===== src/rtl/video_pkg.sv =====
// Shared video types and colour constants for the layered colour mapper.
// Latency: n/a (types and constants only).
// Backpressure: n/a.
package video_pkg;

    typedef enum logic [1:0] {
        STAGE_START = 2'd0,
        STAGE_GAME  = 2'd1,
        STAGE_WIN   = 2'd2,
        STAGE_LOSE  = 2'd3
    } stage_t;

    typedef enum logic [1:0] {
        FADE_IDLE = 2'd0,
        FADE_OUT  = 2'd1,
        FADE_IN   = 2'd2
    } fade_state_t;

    // Reference colours are authored at 8 bits per channel.
    typedef struct packed {
        logic [7:0] r;
        logic [7:0] g;
        logic [7:0] b;
    } rgb_t;

    localparam rgb_t START_RGB    = '{8'hFF, 8'h6D, 8'h00};
    localparam rgb_t WIN_RGB      = '{8'h9C, 8'h1D, 8'h08};
    localparam rgb_t LOSE_RGB     = '{8'h57, 8'h00, 8'h7F};
    localparam rgb_t PLATFORM_RGB = '{8'h00, 8'hFF, 8'h00};

    // Game-stage sky: fixed red, blue ramps down with DrawX/8.
    localparam logic [7:0] SKY_R     = 8'h3F;
    localparam logic [7:0] SKY_B_MAX = 8'h7F;

endpackage


===== src/rtl/layered_color_mapper_if.sv =====
// Pixel-side bus of the colour mapper: pixel/layer inputs, fade control, VGA outputs.
// Latency: n/a (wiring only).
// Backpressure: none; one pixel per clock, always accepted.
interface layered_color_mapper_if #(
    parameter int NUM_LAYERS = 4,
    parameter int COLOR_W    = 8
);
    logic                              frame_start;
    logic [1:0]                        stage_sel;
    logic [9:0]                        DrawX;
    logic [9:0]                        DrawY;
    logic [NUM_LAYERS-1:0]             layer_hit;
    logic [NUM_LAYERS*3*COLOR_W-1:0]   layer_rgb;
    logic [COLOR_W-1:0]                VGA_R;
    logic [COLOR_W-1:0]                VGA_G;
    logic [COLOR_W-1:0]                VGA_B;
    logic                              fading;
    logic [1:0]                        cur_stage;

    // master: pixel source / frame timing side.
    modport master (
        output frame_start, stage_sel, DrawX, DrawY, layer_hit, layer_rgb,
        input  VGA_R, VGA_G, VGA_B, fading, cur_stage
    );

    // slave: the colour mapper itself.
    modport slave (
        input  frame_start, stage_sel, DrawX, DrawY, layer_hit, layer_rgb,
        output VGA_R, VGA_G, VGA_B, fading, cur_stage
    );
endinterface


===== src/rtl/fade_ctrl.sv =====
// Stage-change fade sequencer: dims to black, swaps stage, brightens back up.
// Latency: state changes one clock after the qualifying input; level moves once per frame_start.
// Backpressure: none; stage requests are sampled continuously, never stalled.
// Ports: Clk, Reset (async active-low), frame_start, stage_sel in; cur_stage, level, fading out.
import video_pkg::*;

module fade_ctrl #(
    parameter int FADE_BITS = 4
) (
    input  logic             Clk,
    input  logic             Reset,
    input  logic             frame_start,
    input  stage_t           stage_sel,
    output stage_t           cur_stage,
    output logic [FADE_BITS:0] level,
    output logic             fading
);

    localparam logic [FADE_BITS:0] LEVEL_ONE = (FADE_BITS+1)'(1);
    localparam logic [FADE_BITS:0] LEVEL_MAX = LEVEL_ONE << FADE_BITS;

    fade_state_t         state, state_nxt;
    stage_t              stage_nxt;
    logic [FADE_BITS:0]  level_nxt;

    always_ff @(posedge Clk or negedge Reset) begin
        if (!Reset) begin
            state     <= FADE_IDLE;
            cur_stage <= STAGE_START;
            level     <= LEVEL_MAX;
        end else begin
            state     <= state_nxt;
            cur_stage <= stage_nxt;
            level     <= level_nxt;
        end
    end

    always_comb begin
        state_nxt = state;
        stage_nxt = cur_stage;
        level_nxt = level;
        case (state)
            FADE_IDLE: begin
                if (stage_sel != cur_stage) state_nxt = FADE_OUT;
            end
            FADE_OUT: begin
                // Requests arriving while dimming are absorbed: whatever is
                // on stage_sel at the black frame is what gets shown.
                if (frame_start) begin
                    if (level != '0) begin
                        level_nxt = level - LEVEL_ONE;
                    end else begin
                        stage_nxt = stage_sel;
                        state_nxt = FADE_IN;
                    end
                end
            end
            FADE_IN: begin
                // A new request while brightening turns around at the
                // current level rather than snapping to black.
                if (stage_sel != cur_stage) begin
                    state_nxt = FADE_OUT;
                end else if (frame_start) begin
                    if (level != LEVEL_MAX) level_nxt = level + LEVEL_ONE;
                    else                    state_nxt = FADE_IDLE;
                end
            end
            default: state_nxt = FADE_IDLE;
        endcase
    end

    assign fading = (state != FADE_IDLE);

endmodule


===== src/rtl/layered_color_mapper.sv =====
// Priority-resolves sprite layers over a stage background and applies the fade level.
// Latency: 2 clocks from pixel inputs to VGA_R/G/B (S1 colour select, S2 brightness scale).
// Backpressure: none; one pixel per clock, fade sequencing handled in fade_ctrl.
// Ports: Clk, Reset (async active-low), bus (slave modport: pixel inputs, VGA/fade outputs).
import video_pkg::*;

module layered_color_mapper #(
    parameter int NUM_LAYERS = 4,
    parameter int COLOR_W    = 8,
    parameter int FADE_BITS  = 4,
    parameter int PLATFORM_Y = 380
) (
    input  logic Clk,
    input  logic Reset,
    layered_color_mapper_if.slave bus
);

    localparam int PIX_W  = 3 * COLOR_W;
    localparam int PROD_W = COLOR_W + FADE_BITS + 1;

    stage_t               cur_stage;
    logic [FADE_BITS:0]   level;
    logic                 fading;

    fade_ctrl #(.FADE_BITS(FADE_BITS)) u_fade_ctrl (
        .Clk         (Clk),
        .Reset       (Reset),
        .frame_start (bus.frame_start),
        .stage_sel   (stage_t'(bus.stage_sel)),
        .cur_stage   (cur_stage),
        .level       (level),
        .fading      (fading)
    );

    // 8-bit reference channel to COLOR_W, MSB-aligned (zero fill or truncate).
    function automatic logic [COLOR_W-1:0] fit8(input logic [7:0] c);
        return COLOR_W'({c, {COLOR_W{1'b0}}} >> 8);
    endfunction

    function automatic logic [PIX_W-1:0] fit_rgb(input rgb_t c);
        return {fit8(c.r), fit8(c.g), fit8(c.b)};
    endfunction

    function automatic logic [COLOR_W-1:0] scale(input logic [COLOR_W-1:0] c,
                                                 input logic [FADE_BITS:0] lv);
        return COLOR_W'((PROD_W'(c) * PROD_W'(lv)) >> FADE_BITS);
    endfunction

    // S1: base colour select.
    logic [PIX_W-1:0] base_c;
    logic [PIX_W-1:0] s1_rgb;

    always_comb begin
        base_c = fit_rgb(START_RGB);
        case (cur_stage)
            STAGE_WIN:  base_c = fit_rgb(WIN_RGB);
            STAGE_LOSE: base_c = fit_rgb(LOSE_RGB);
            STAGE_GAME: begin
                if (int'(bus.DrawY) >= PLATFORM_Y)
                    base_c = fit_rgb(PLATFORM_RGB);
                else
                    base_c = fit_rgb(rgb_t'{SKY_R, 8'h00, SKY_B_MAX - 8'(bus.DrawX >> 3)});
                // Walk from lowest priority up so the lowest set index is the
                // last writer and therefore wins.
                for (int i = NUM_LAYERS - 1; i >= 0; i--) begin
                    if (bus.layer_hit[i]) base_c = bus.layer_rgb[i*PIX_W +: PIX_W];
                end
            end
            default: ;
        endcase
    end

    always_ff @(posedge Clk or negedge Reset) begin
        if (!Reset) s1_rgb <= '0;
        else        s1_rgb <= base_c;
    end

    // S2: brightness scale using the level current at this stage.
    always_ff @(posedge Clk or negedge Reset) begin
        if (!Reset) begin
            bus.VGA_R <= '0;
            bus.VGA_G <= '0;
            bus.VGA_B <= '0;
        end else begin
            bus.VGA_R <= scale(s1_rgb[2*COLOR_W +: COLOR_W], level);
            bus.VGA_G <= scale(s1_rgb[COLOR_W   +: COLOR_W], level);
            bus.VGA_B <= scale(s1_rgb[0         +: COLOR_W], level);
        end
    end

    assign bus.fading    = fading;
    assign bus.cur_stage = cur_stage;

endmodule


===== src/flat_wrapper.sv =====
// flat-port wrapper written by rule: the top's interface ports become plain ports
module layered_color_mapper_flat 
#(
    parameter int NUM_LAYERS = 4,
    parameter int COLOR_W    = 8,
    parameter int FADE_BITS  = 4,
    parameter int PLATFORM_Y = 380
)
  (Clk, Reset, bus_frame_start, bus_stage_sel, bus_DrawX, bus_DrawY, bus_layer_hit, bus_layer_rgb, bus_VGA_R, bus_VGA_G, bus_VGA_B, bus_fading, bus_cur_stage);
  layered_color_mapper_if #(.NUM_LAYERS(NUM_LAYERS), .COLOR_W(COLOR_W)) bus_i ();
  input  logic Clk;
  input  logic Reset;
  input wire logic [$bits(bus_i.frame_start)-1:0] bus_frame_start;
  input wire logic [$bits(bus_i.stage_sel)-1:0] bus_stage_sel;
  input wire logic [$bits(bus_i.DrawX)-1:0] bus_DrawX;
  input wire logic [$bits(bus_i.DrawY)-1:0] bus_DrawY;
  input wire logic [$bits(bus_i.layer_hit)-1:0] bus_layer_hit;
  input wire logic [$bits(bus_i.layer_rgb)-1:0] bus_layer_rgb;
  output wire logic [$bits(bus_i.VGA_R)-1:0] bus_VGA_R;
  output wire logic [$bits(bus_i.VGA_G)-1:0] bus_VGA_G;
  output wire logic [$bits(bus_i.VGA_B)-1:0] bus_VGA_B;
  output wire logic [$bits(bus_i.fading)-1:0] bus_fading;
  output wire logic [$bits(bus_i.cur_stage)-1:0] bus_cur_stage;
  assign bus_i.frame_start = bus_frame_start;
  assign bus_i.stage_sel = bus_stage_sel;
  assign bus_i.DrawX = bus_DrawX;
  assign bus_i.DrawY = bus_DrawY;
  assign bus_i.layer_hit = bus_layer_hit;
  assign bus_i.layer_rgb = bus_layer_rgb;
  assign bus_VGA_R = bus_i.VGA_R;
  assign bus_VGA_G = bus_i.VGA_G;
  assign bus_VGA_B = bus_i.VGA_B;
  assign bus_fading = bus_i.fading;
  assign bus_cur_stage = bus_i.cur_stage;
  layered_color_mapper #(.NUM_LAYERS(NUM_LAYERS), .COLOR_W(COLOR_W), .FADE_BITS(FADE_BITS), .PLATFORM_Y(PLATFORM_Y)) u_core (.Clk(Clk), .Reset(Reset), .bus(bus_i));
endmodule

===== config.mk =====
export PLATFORM = sky130hd
export DESIGN_NAME = layered_color_mapper_flat
export DESIGN_NICKNAME = d
export VERILOG_FILES = /design/src/rtl/video_pkg.sv /design/src/rtl/layered_color_mapper_if.sv /design/src/rtl/fade_ctrl.sv /design/src/rtl/layered_color_mapper.sv /design/src/flat_wrapper.sv
export SDC_FILE = /design/constraint.sdc
export NUM_CORES = 1
export LEC_CHECK = 0
export CAP_MARGIN = 15
export CORE_MARGIN = 4
export CORE_UTILIZATION = 51
export DETAILED_ROUTE_END_ITERATION = 12
export PLACE_DENSITY = 0.86
export SYNTH_ARGS = -nofsm -noshare
export SYNTH_HDL_FRONTEND = slang
export SYNTH_SLANG_ARGS = --single-unit

===== constraint.sdc =====
create_clock -name Clk -period 5.9 [get_ports Clk]
set_input_delay 0.59 -clock Clk [delete_from_list [all_inputs] [get_ports Clk]]
set_output_delay 0.59 -clock Clk [all_outputs]
set_load 0.005 [all_outputs]

=== Word level (Yosys, flattened, before mapping) ===
Index checks and enable logic that the tools add are counted.

* Register bits: 57
* Input port bits: 125
* Output and inout port bits: 27
* Word-level logic and storage cells: 57

* $add $sub $neg: 3
* $mul: 3
* Order comparisons: 1
* Equal/unequal tests: 16
* Muxes and demuxes: 19
* Bitwise gates (word level): 1
* Reduce and logical (&&, ||, !) cells: 7

{| class="wikitable"
|+ Operators by type and width
! kind !! number
|-
| 2-to-1 mux 24 bit || 4
|-
| one-hot mux 24 bit (3 select lines) || 1
|-
| multiplier 8 x 5 -> 12 bit || 3
|-
| 2-to-1 mux 5 bit || 5
|-
| 2-to-1 mux 22 bit || 1
|-
| inequality test 2 bit, second input constant || 7
|-
| 2-to-1 mux 2 bit || 6
|-
| >= comparator 10 x 9 -> 1 bit, second input constant || 1
|-
| one-hot mux 5 bit (2 select lines) || 1
|-
| subtractor 7 x 7 -> 8 bit, first input constant || 1
|-
| == test 2 bit, second input constant || 3
|-
| inequality test 3 bit, second input constant || 2
|-
| one-hot mux 2 bit (3 select lines) || 1
|-
| AND reduction 6 bit || 1
|-
| adder 5 x 1 -> 5 bit, second input constant || 1
|-
| inequality test 5 bit, second input constant || 1
|-
| AND reduction 5 bit || 1
|-
| nonzero test 5 bit || 1
|-
| subtractor 5 x 1 -> 5 bit, second input constant || 1
|-
| == test 2 x 1 -> 1 bit, second input constant || 2
|-
| nonzero test 2 bit || 2
|-
| AND reduction 3 bit || 1
|-
| logical NOT 2 bit || 1
|-
| inequality test 2 bit || 1
|-
| NOT 1 bit || 1
|}

=== Longest topological paths before layout ===
Gate-level depths: netlist of run 1.

* Depth in word-level cells: 7
* Gate-level depth with buffers: 15

=== Cells and area by module ===
A second synthesis of run 1 with hierarchy kept.

* Cells, all modules: 663
* Area, all modules: 5993.2 µm²

{| class="wikitable"
|+ By module, submodules not included
! module !! instances !! cells each !! area each (µm²) !! seq. area each (µm²)
|-
| layered_color_mapper || 1 || 611 || 5410.2 || 1201.2
|-
| fade_ctrl || 1 || 52 || 583.1 || 226.5
|}

=== Least setup slack after synthesis of run 1 ===
No wires, ideal clock.

* Kind: register -> register
* From: register u_core.u_fade_ctrl.level[4]
* To: register u_core.bus.VGA_B[5]
* Setup time: 0.080 ns
* Data arrival time: 4.091 ns
* Required time: 5.820 ns
* Setup slack: 1.729 ns
* Stages on the path, launching flop included: 14
* Clock period less this slack: 4.171 ns
* Path through: dfstp_2 -> clkbuf_1 -> clkbuf_1 -> nand2_1 -> fa_1 -> fa_1 -> fa_1 -> inv_1 -> ha_1 -> and4_1 -> a221o_1 -> a21bo_2 -> a21oi_1 -> xnor2_1

* Longest elaborated chain between the ends: 1

{| class="wikitable"
|+ Ends and longest elaborated chain
! item !! RTL line !! text
|-
| from (decl) || fade_ctrl.sv:15 || <nowiki>output logic [FADE_BITS:0] level,</nowiki>
|-
| from (signal assigned) || fade_ctrl.sv:34 || <nowiki>level <= level_nxt;</nowiki>
|-
| multiplier 8 x 5 -> 12 bit || layered_color_mapper.sv:46 || <nowiki>return COLOR_W'((PROD_W'(c) * PROD_W'(lv)) >> FADE_BITS);</nowiki>
|-
| to (signal assigned) || layered_color_mapper.sv:87 || <nowiki>bus.VGA_B <= scale(s1_rgb[0 +: COLOR_W], level);</nowiki>
|-
| to (decl) || layered_color_mapper_if.sv:29 || <nowiki>output VGA_R, VGA_G, VGA_B, fading, cur_stage</nowiki>
|}

No other way between the ends.
A chain may end at the register's enable or synchronous reset.

=== Final worst setup path of run 1 ===
* From: register u_core.u_fade_ctrl.level[2]
* To: register u_core.bus.VGA_R[7]

* Longest elaborated chain between the ends: 1

{| class="wikitable"
|+ Ends and longest elaborated chain
! item !! RTL line !! text
|-
| multiplier 8 x 5 -> 12 bit || layered_color_mapper.sv:46 ||
|-
| to (signal assigned) || layered_color_mapper.sv:85 || <nowiki>bus.VGA_R <= scale(s1_rgb[2*COLOR_W +: COLOR_W], level);</nowiki>
|-
| to (decl) || layered_color_mapper_if.sv:29 ||
|}

No other way between the ends.

==> results.toml, run 1 <==
[status]
outcome = "complete, no violations"

[global_route]
grt_pass1_vias = 5659
grt_first_pass_wirelength_um = 26400
gr-total-overflow = 0
grt-busiest-layer = "met2"
grt_max_degree = 58
globalRouteMet1Util_pct = 29.7
antenna_found_initial = 0
grtUsageMet2_pct = 44.0
grt_use_met3_pct = 5.26
globalRouteTotalUtil_pct = 25.4

[logic_synthesis]
synth.area.top_cells = "dfrtp_1, fa_1, ha_1"
synth_ff_type = "dfrtp_1"
synth_cell_type_count = 54
syn_area_per_cell_um2 = 9.11
ys_ff_latch = 57
synth_top_cell_area_share_pct = 24.0
yosysTopAreaCell = "dfrtp_1"
synth_edf_count = 0
syn_nets = 873
yosysSeqAreaShare_pct = 24.4
syn_area_um2 = 5850
async_reset_ff_share_pct = 100
syn_inst = 642
yosysWarnings = 0

[setup_path]
crit_slowest_cell = "dfrtp_1"
cp.arrival_ps = 4700
max_stage_delay_ps = 910
crit_path_end_kind = "flop"
crit_type = "flop to flop"
critical_path_depth = 12
critPathMostFrequentCell = "fa_1"
path_max_fanout = 27
cp_num_buf_inv = 2
crit_chain = "and2_1 > fa_1 > fa_1 > inv_1 > fa_1 > inv_1 > ha_1 > a21oi_1 > o211ai_1 > o41ai_1 > o21ai_0 > xnor2_1"
critPathLaunchType = "flop"
reg2reg_depth = 12
cp_top_family = "adder cells"
crit_required_ps = 6110

[timing]
timing.final.crit_share_pct = 76.0
worst_slew_pin_slew_ps = 1030
min_period_ps = 4480
worst_slew_margin_rel_pct = 31.4
setup_viol = 0
finalSetupTns_ps = 0
rsz0062_at_grt = "false"
finalHoldViolations = 0
clock_skew_ps = 7.55
fmax_mhz = 223
finalMaxSlewViolations = 0

[detailed_routing]
wl_per_cell_um = 17.3
viasPerCell = 5.63
first_pass_iters = 5
vias = 5179
antenna_left = 0
drc = 0
wl_um = 15900
initialDrtViolationCount = 244

[cells_and_area]
area.growth.synth_to_final_pct = 31.3
drive_gt1_share_pct = 3.85
final_common_cell = "clkdlybuf4s50_1"
nFillCells = 832
antenna_cells = 0
final_cell_mix = "clkdlybuf4s50_1, inv_1, and2_1"
fin_nets = 1006

[floorplanning]
start_util_pct = 53.0
fp.coreArea_um2 = 11000
num_rows = 38
die_h_um = 115
die_w_um = 115
io_pins = 152
die-area_um2 = 13200

[clocking]
cts_sinks = 57
numCtsBuffers = 9
root_buffer = "clkbuf_16"
cts_tree = "yes"
htreeDepth = 3
post_cts_buffers = 0
clk_latency_ps = 340
cts.path.max_buffers = 2
path_clk_slew_ps = 50
cts_resized = 0
postCtsHoldBufs = 0

[place]
numPortBuffers = 146
place_congestion = 0.931
dp_hpwl_um = 12500

[worst_hold_path]
holdCritPathClass = "input pin to async pin"

[run]
timing.max_cap.violations = 0
-- worst register-to-register path: stages (launching register included) --
cell      delay (ps)
dfrtp_1          910
and2_1           270
fa_1             410
fa_1             490
inv_1             50
fa_1             470
inv_1             50
ha_1             330
a21oi_1          170
o211ai_1         170
o41ai_1          620
o21ai_0          260
xnor2_1          170
-- cell usage after synthesis, drive strengths merged, types with 2 or more instances --
cell type   n
a221oi      4
and4        2
xor2       13
a32oi       3
a31oi       5
mux2        3
xnor2      25
nand4       5
and3        2
nor2       22
a21oi      38
a311oi      4
o21a        3
and2       74
inv        82
or4         2
o21bai      6
a22oi       6
a211oi     10
ha         57
fa         49
nor3       10
nand2      55
clkbuf     22
nor2b       9
a21o        7
o22ai      11
buf         5
o21ai      19
nand2b      3
o221ai      8
o211ai      4
nand3       3
a2111oi     2
dfrtp      56
-- kinds of logic (layout without fill, tap and decap cells) --
family	Yosys count	in the layout	share of synthesized area (%)
XOR/XNOR	38	38	5.69
multiplexers	3	3	0.706
buffers and inverters	110	248	7.30
adder cells (fa/ha/maj)	106	106	29.0
flip-flops	57	57	24.4
AND/OR/NAND/NOR	190	190	17.2
AO/OA/AOI/OAI	138	138	15.7
-- stage by stage --
stage / hold WS, ps / area [µm²] / instances / worst slack (ps) / util, %
global placement: 480 / 7390 / 904 / 1620 / 67.0
CTS: 423 / 7680 / 920 / 1430 / 69.6
detailed placement: 497 / 7390 / 904 / 1490 / 67.0
global route: 472 / 7680 / 920 / 1100 / 69.6
floorplan: 294 / 5850 / 642 / 1730 / -
finish: 397 / 7680 / 920 / 1420 / 69.6
-- flip-flops by register name, summed over array words and instances (netlist names) --
| signal | cells |
|---|---|
| u_core.s1_rgb | 24 |
| u_core.bus.VGA_G | 8 |
| u_core.bus.VGA_R | 8 |
| u_core.u_fade_ctrl.cur_stage | 2 |
| u_core.bus.VGA_B | 8 |
| u_core.u_fade_ctrl.state | 2 |
| u_core.u_fade_ctrl.level | 5 |
-- metal layers --
metal  part of all wire, %  wire [µm]
met5                     0          0
met4                   3.3        525
met3                   6.7       1070
met2                    50       8040
met1                    40       6320
-- worst paths after layout --
check | endpoint | from | slack [ps]
max | u_core.bus.VGA_R[7]$_DFF_PN0_ | u_core.u_fade_ctrl.level[2]$_DFFE_PN0P_ | 1420
min | u_core.bus.VGA_G[2]$_DFF_PN0_ | Reset | 400
max reg2reg | u_core.bus.VGA_R[7]$_DFF_PN0_ | u_core.u_fade_ctrl.level[2]$_DFFE_PN0P_ | 1420
min reg2reg | u_core.u_fade_ctrl.state[0]$_DFFE_PN0P_ | u_core.u_fade_ctrl.state[0]$_DFFE_PN0P_ | 510
max in group asynchronous | u_core.s1_rgb[17]$_DFF_PN0_ | Reset | 5040
min in group Clk | u_core.u_fade_ctrl.state[0]$_DFFE_PN0P_ | u_core.u_fade_ctrl.state[0]$_DFFE_PN0P_ | 510
-- layout make-up --
type                       instances  area (µm²)  share of cell area [%]
multi-input combinational        475        3990                    52.0
timing repair buffer             149        1480                    19.3
sequential                        57        1430                    18.6
inverter                          83         312                    4.06
clock buffer                      14         284                    3.70
tap                              140         175                    2.28
clock inverter                     2        10.0                   0.130
Power of run 1 is left out: the tool's default activity adds up to more than one toggle a clock period on the data nets, which glitch-free logic cannot reach.
==> inputs of run 2 (changes only) <==
--- a/config.mk
+++ b/config.mk
@@ -7,9 +7,9 @@
 export LEC_CHECK = 0
 export CAP_MARGIN = 15
 export CORE_MARGIN = 4
-export CORE_UTILIZATION = 51
+export CORE_UTILIZATION = 46
 export DETAILED_ROUTE_END_ITERATION = 12
-export PLACE_DENSITY = 0.86
+export PLACE_DENSITY = 0.82
 export SYNTH_ARGS = -nofsm -noshare
 export SYNTH_HDL_FRONTEND = slang
 export SYNTH_SLANG_ARGS = --single-unit
==> constraint.sdc (replaced) <==
create_clock -name Clk -period 3.8 [get_ports Clk]
set_input_delay 0.38 -clock Clk [delete_from_list [all_inputs] [get_ports Clk]]
set_output_delay 0.38 -clock Clk [all_outputs]
set_load 0.005 [all_outputs]
==> run 2 against run 1 <==
Against the previous run: clock-buffer cell count is 2 lower; critical endpoint is now u_core.bus.VGA_B[7]$_DFF_PN0_; largest cell class unchanged; maximum frequency increased by 18%; the run now ends with setup timing left; final area grew 5.8%; critical path type unchanged; final cell count up 6.2%; sequential cell count stayed put; register-to-register slack worse by 1400 ps.
==> results.toml, run 2 (synthesis gave the netlist of run 1 again) <==
[status]
outcome = "finished with violations"
failed_checks = "setup timing"

[timing]
finalHoldViolations = 0
worst_slew_margin_rel_pct = 35.5
min_period_ps = 3810
layout_setup_ws_ps = -6.59
worst_slew_pin_slew_ps = 964
finalSetupTns_ps = -6.59
clock_skew_ps = 10.7
timing.final.crit_share_pct = 100
fmax_mhz = 263
finalMaxSlewViolations = 0
rsz0062_at_grt = "true"
setup_viol = 1

[global_route]
antenna_found_initial = 0
globalRouteTotalUtil_pct = 23.3
gr-total-overflow = 0
grt_first_pass_wirelength_um = 27100
grt_pass1_vias = 5905
grt_max_degree = 58

[setup_path]
reg2reg_from = "u_core.u_fade_ctrl.level[4]$_DFFE_PN1P_"
cp_top_family = "adder cells"
reg2reg_depth = 12
crit_slowest_cell = "dfstp_2"
crit_path_end_kind = "flop"
reg2reg_slack_ps = -7
worstReg2RegEnd = "u_core.bus.VGA_B[7]$_DFF_PN0_"
crit_chain = "and2_4 > fa_1 > fa_1 > inv_2 > fa_1 > inv_2 > ha_4 > and4_1 > a221o_2 > a31o_2 > a21oi_2 > xnor2_1"
max_stage_delay_ps = 610
critPathLaunchType = "flop"
critPathMostFrequentCell = "fa_1"
crit_required_ps = 4050
cp.arrival_ps = 4060
path_max_fanout = 6
cp_num_buf_inv = 2
crit_type = "flop to flop"

[floorplanning]
die_w_um = 121
die_h_um = 121
io_pins = 152
start_util_pct = 47.9
die-area_um2 = 14600
fp.coreArea_um2 = 12200
num_rows = 40

[cells_and_area]
fin_nets = 1035
final_common_cell = "clkdlybuf4s50_1"
area.growth.synth_to_final_pct = 38.9
largest_reg_flops = 24
post-route-util_pct = 66.5
final_cell_mix = "clkdlybuf4s50_1, inv_1, and2_1"
finish.instance_area_um2 = 8120
drive_gt1_share_pct = 10.5
antenna_cells = 0
regMostFlops = "u_core.s1_rgb"
nFillCells = 937

[detailed_routing]
wl_per_cell_um = 17.2
antenna_left = 0
viasPerCell = 5.52
wl_um = 16800
first_pass_iters = 5
initialDrtViolationCount = 331
vias = 5397
drc = 0

[clocking]
cts_tree = "yes"
htreeDepth = 3
path_clk_slew_ps = 60
root_buffer = "clkbuf_16"
cts_sinks = 57
clk_latency_ps = 330
postCtsHoldBufs = 0
numCtsBuffers = 9
cts.path.max_buffers = 2

[place]
dp_hpwl_um = 13000
dpl_cell_area_um2 = 7610
place_congestion = 0.906
numPortBuffers = 146

[worst_hold_path]
holdCritPathClass = "input pin to async pin"

[run]
timing.max_cap.violations = 0
==> run 2: cell types whose count changed in the layout (fill, tap and decap cells not counted), moves of 3 or more <==
| cell | delta |
|---|---|
| and2_1 | -3 |
| inv_1 | -5 |
| clkbuf_8 | -4 |
| inv_2 | +5 |
| and2_4 | +3 |
| ha_1 | -7 |
| ha_4 | +7 |
| a21oi_2 | +5 |
| buf_4 | +24 |
| a21oi_1 | -5 |
==> run 2: area by class of cell <==
class                   count  area (µm²)  area share, %
clock inverters             4        20.0          0.246
clock buffers              12         236           2.91
multi-input cells         475        4160           51.2
repair buffers            178        1760           21.7
inverters                  83         312           3.84
well taps                 168         210           2.59
flip-flops and latches     57        1430           17.6
==> run 2: worst max-delay path by stage <==
| stage | start | end | slack, ps | depth (start not counted) |
|---|---|---|---|---|
| 3_5_place_dp | u_core.u_fade_ctrl.level[4]$_DFFE_PN1P_ | u_core.bus.VGA_G[5]$_DFF_PN0_ | 4 | 13 |
| 5_1_grt | u_core.u_fade_ctrl.level[4]$_DFFE_PN1P_ | u_core.bus.VGA_G[7]$_DFF_PN0_ | -220 | 13 |
| 2_1_floorplan | u_core.u_fade_ctrl.level[4]$_DFFE_PN1P_ | u_core.bus.VGA_B[5]$_DFF_PN0_ | -20 | 14 |
| 6_report | u_core.u_fade_ctrl.level[4]$_DFFE_PN1P_ | u_core.bus.VGA_B[7]$_DFF_PN0_ | -7 | 12 |
| 3_3_place_gp | u_core.u_fade_ctrl.level[4]$_DFFE_PN1P_ | u_core.bus.VGA_G[5]$_DFF_PN0_ | 40 | 13 |
| 4_1_cts | u_core.u_fade_ctrl.level[4]$_DFFE_PN1P_ | u_core.bus.VGA_G[5]$_DFF_PN0_ | -10 | 13 |
==> run 2: per-layer routing <==
metal | wire, µm | global-route usage [%] | vias up
met4 | 651 | 10.6 | 0
met2 | 8310 | 40.4 | 268
met1 | 6490 | 27.2 | 2585
met3 | 1330 | 5.57 | 62
li1 | - | - | 2482
met5 | 0 | 0 | -
==> run 2: what timing repair did <==
action,4_1_cts,5_1_grt
resized for setup,1,26
setup buffers,2,8
pin swaps,3,21
setup endpoints to repair,3,15
gates cloned,0,2
==> run 2: worst register-to-register path: cells and delay by family (launching register included) <==
| kind | cells | cell delay (ps) |
|---|---|---|
| compound gates | 3 | 800 |
| xor+xnor | 1 | 130 |
| fa+ha+maj | 4 | 1730 |
| buf+inv | 2 | 90 |
| flops | 1 | 610 |
| simple gates | 2 | 360 |
==> run 2: through the flow <==
step | std cells | setup WS (ps) | hold slack [ps]
floorplan | 642 | -24.7 | 84.4
global placement | 949 | 43.9 | 483
detailed placement | 949 | 4.45 | 478
CTS | 967 | -11.4 | 220
global route | 977 | -217 | 254
finish | 977 | -6.59 | 182
Power of run 2 is left out for the same reason.
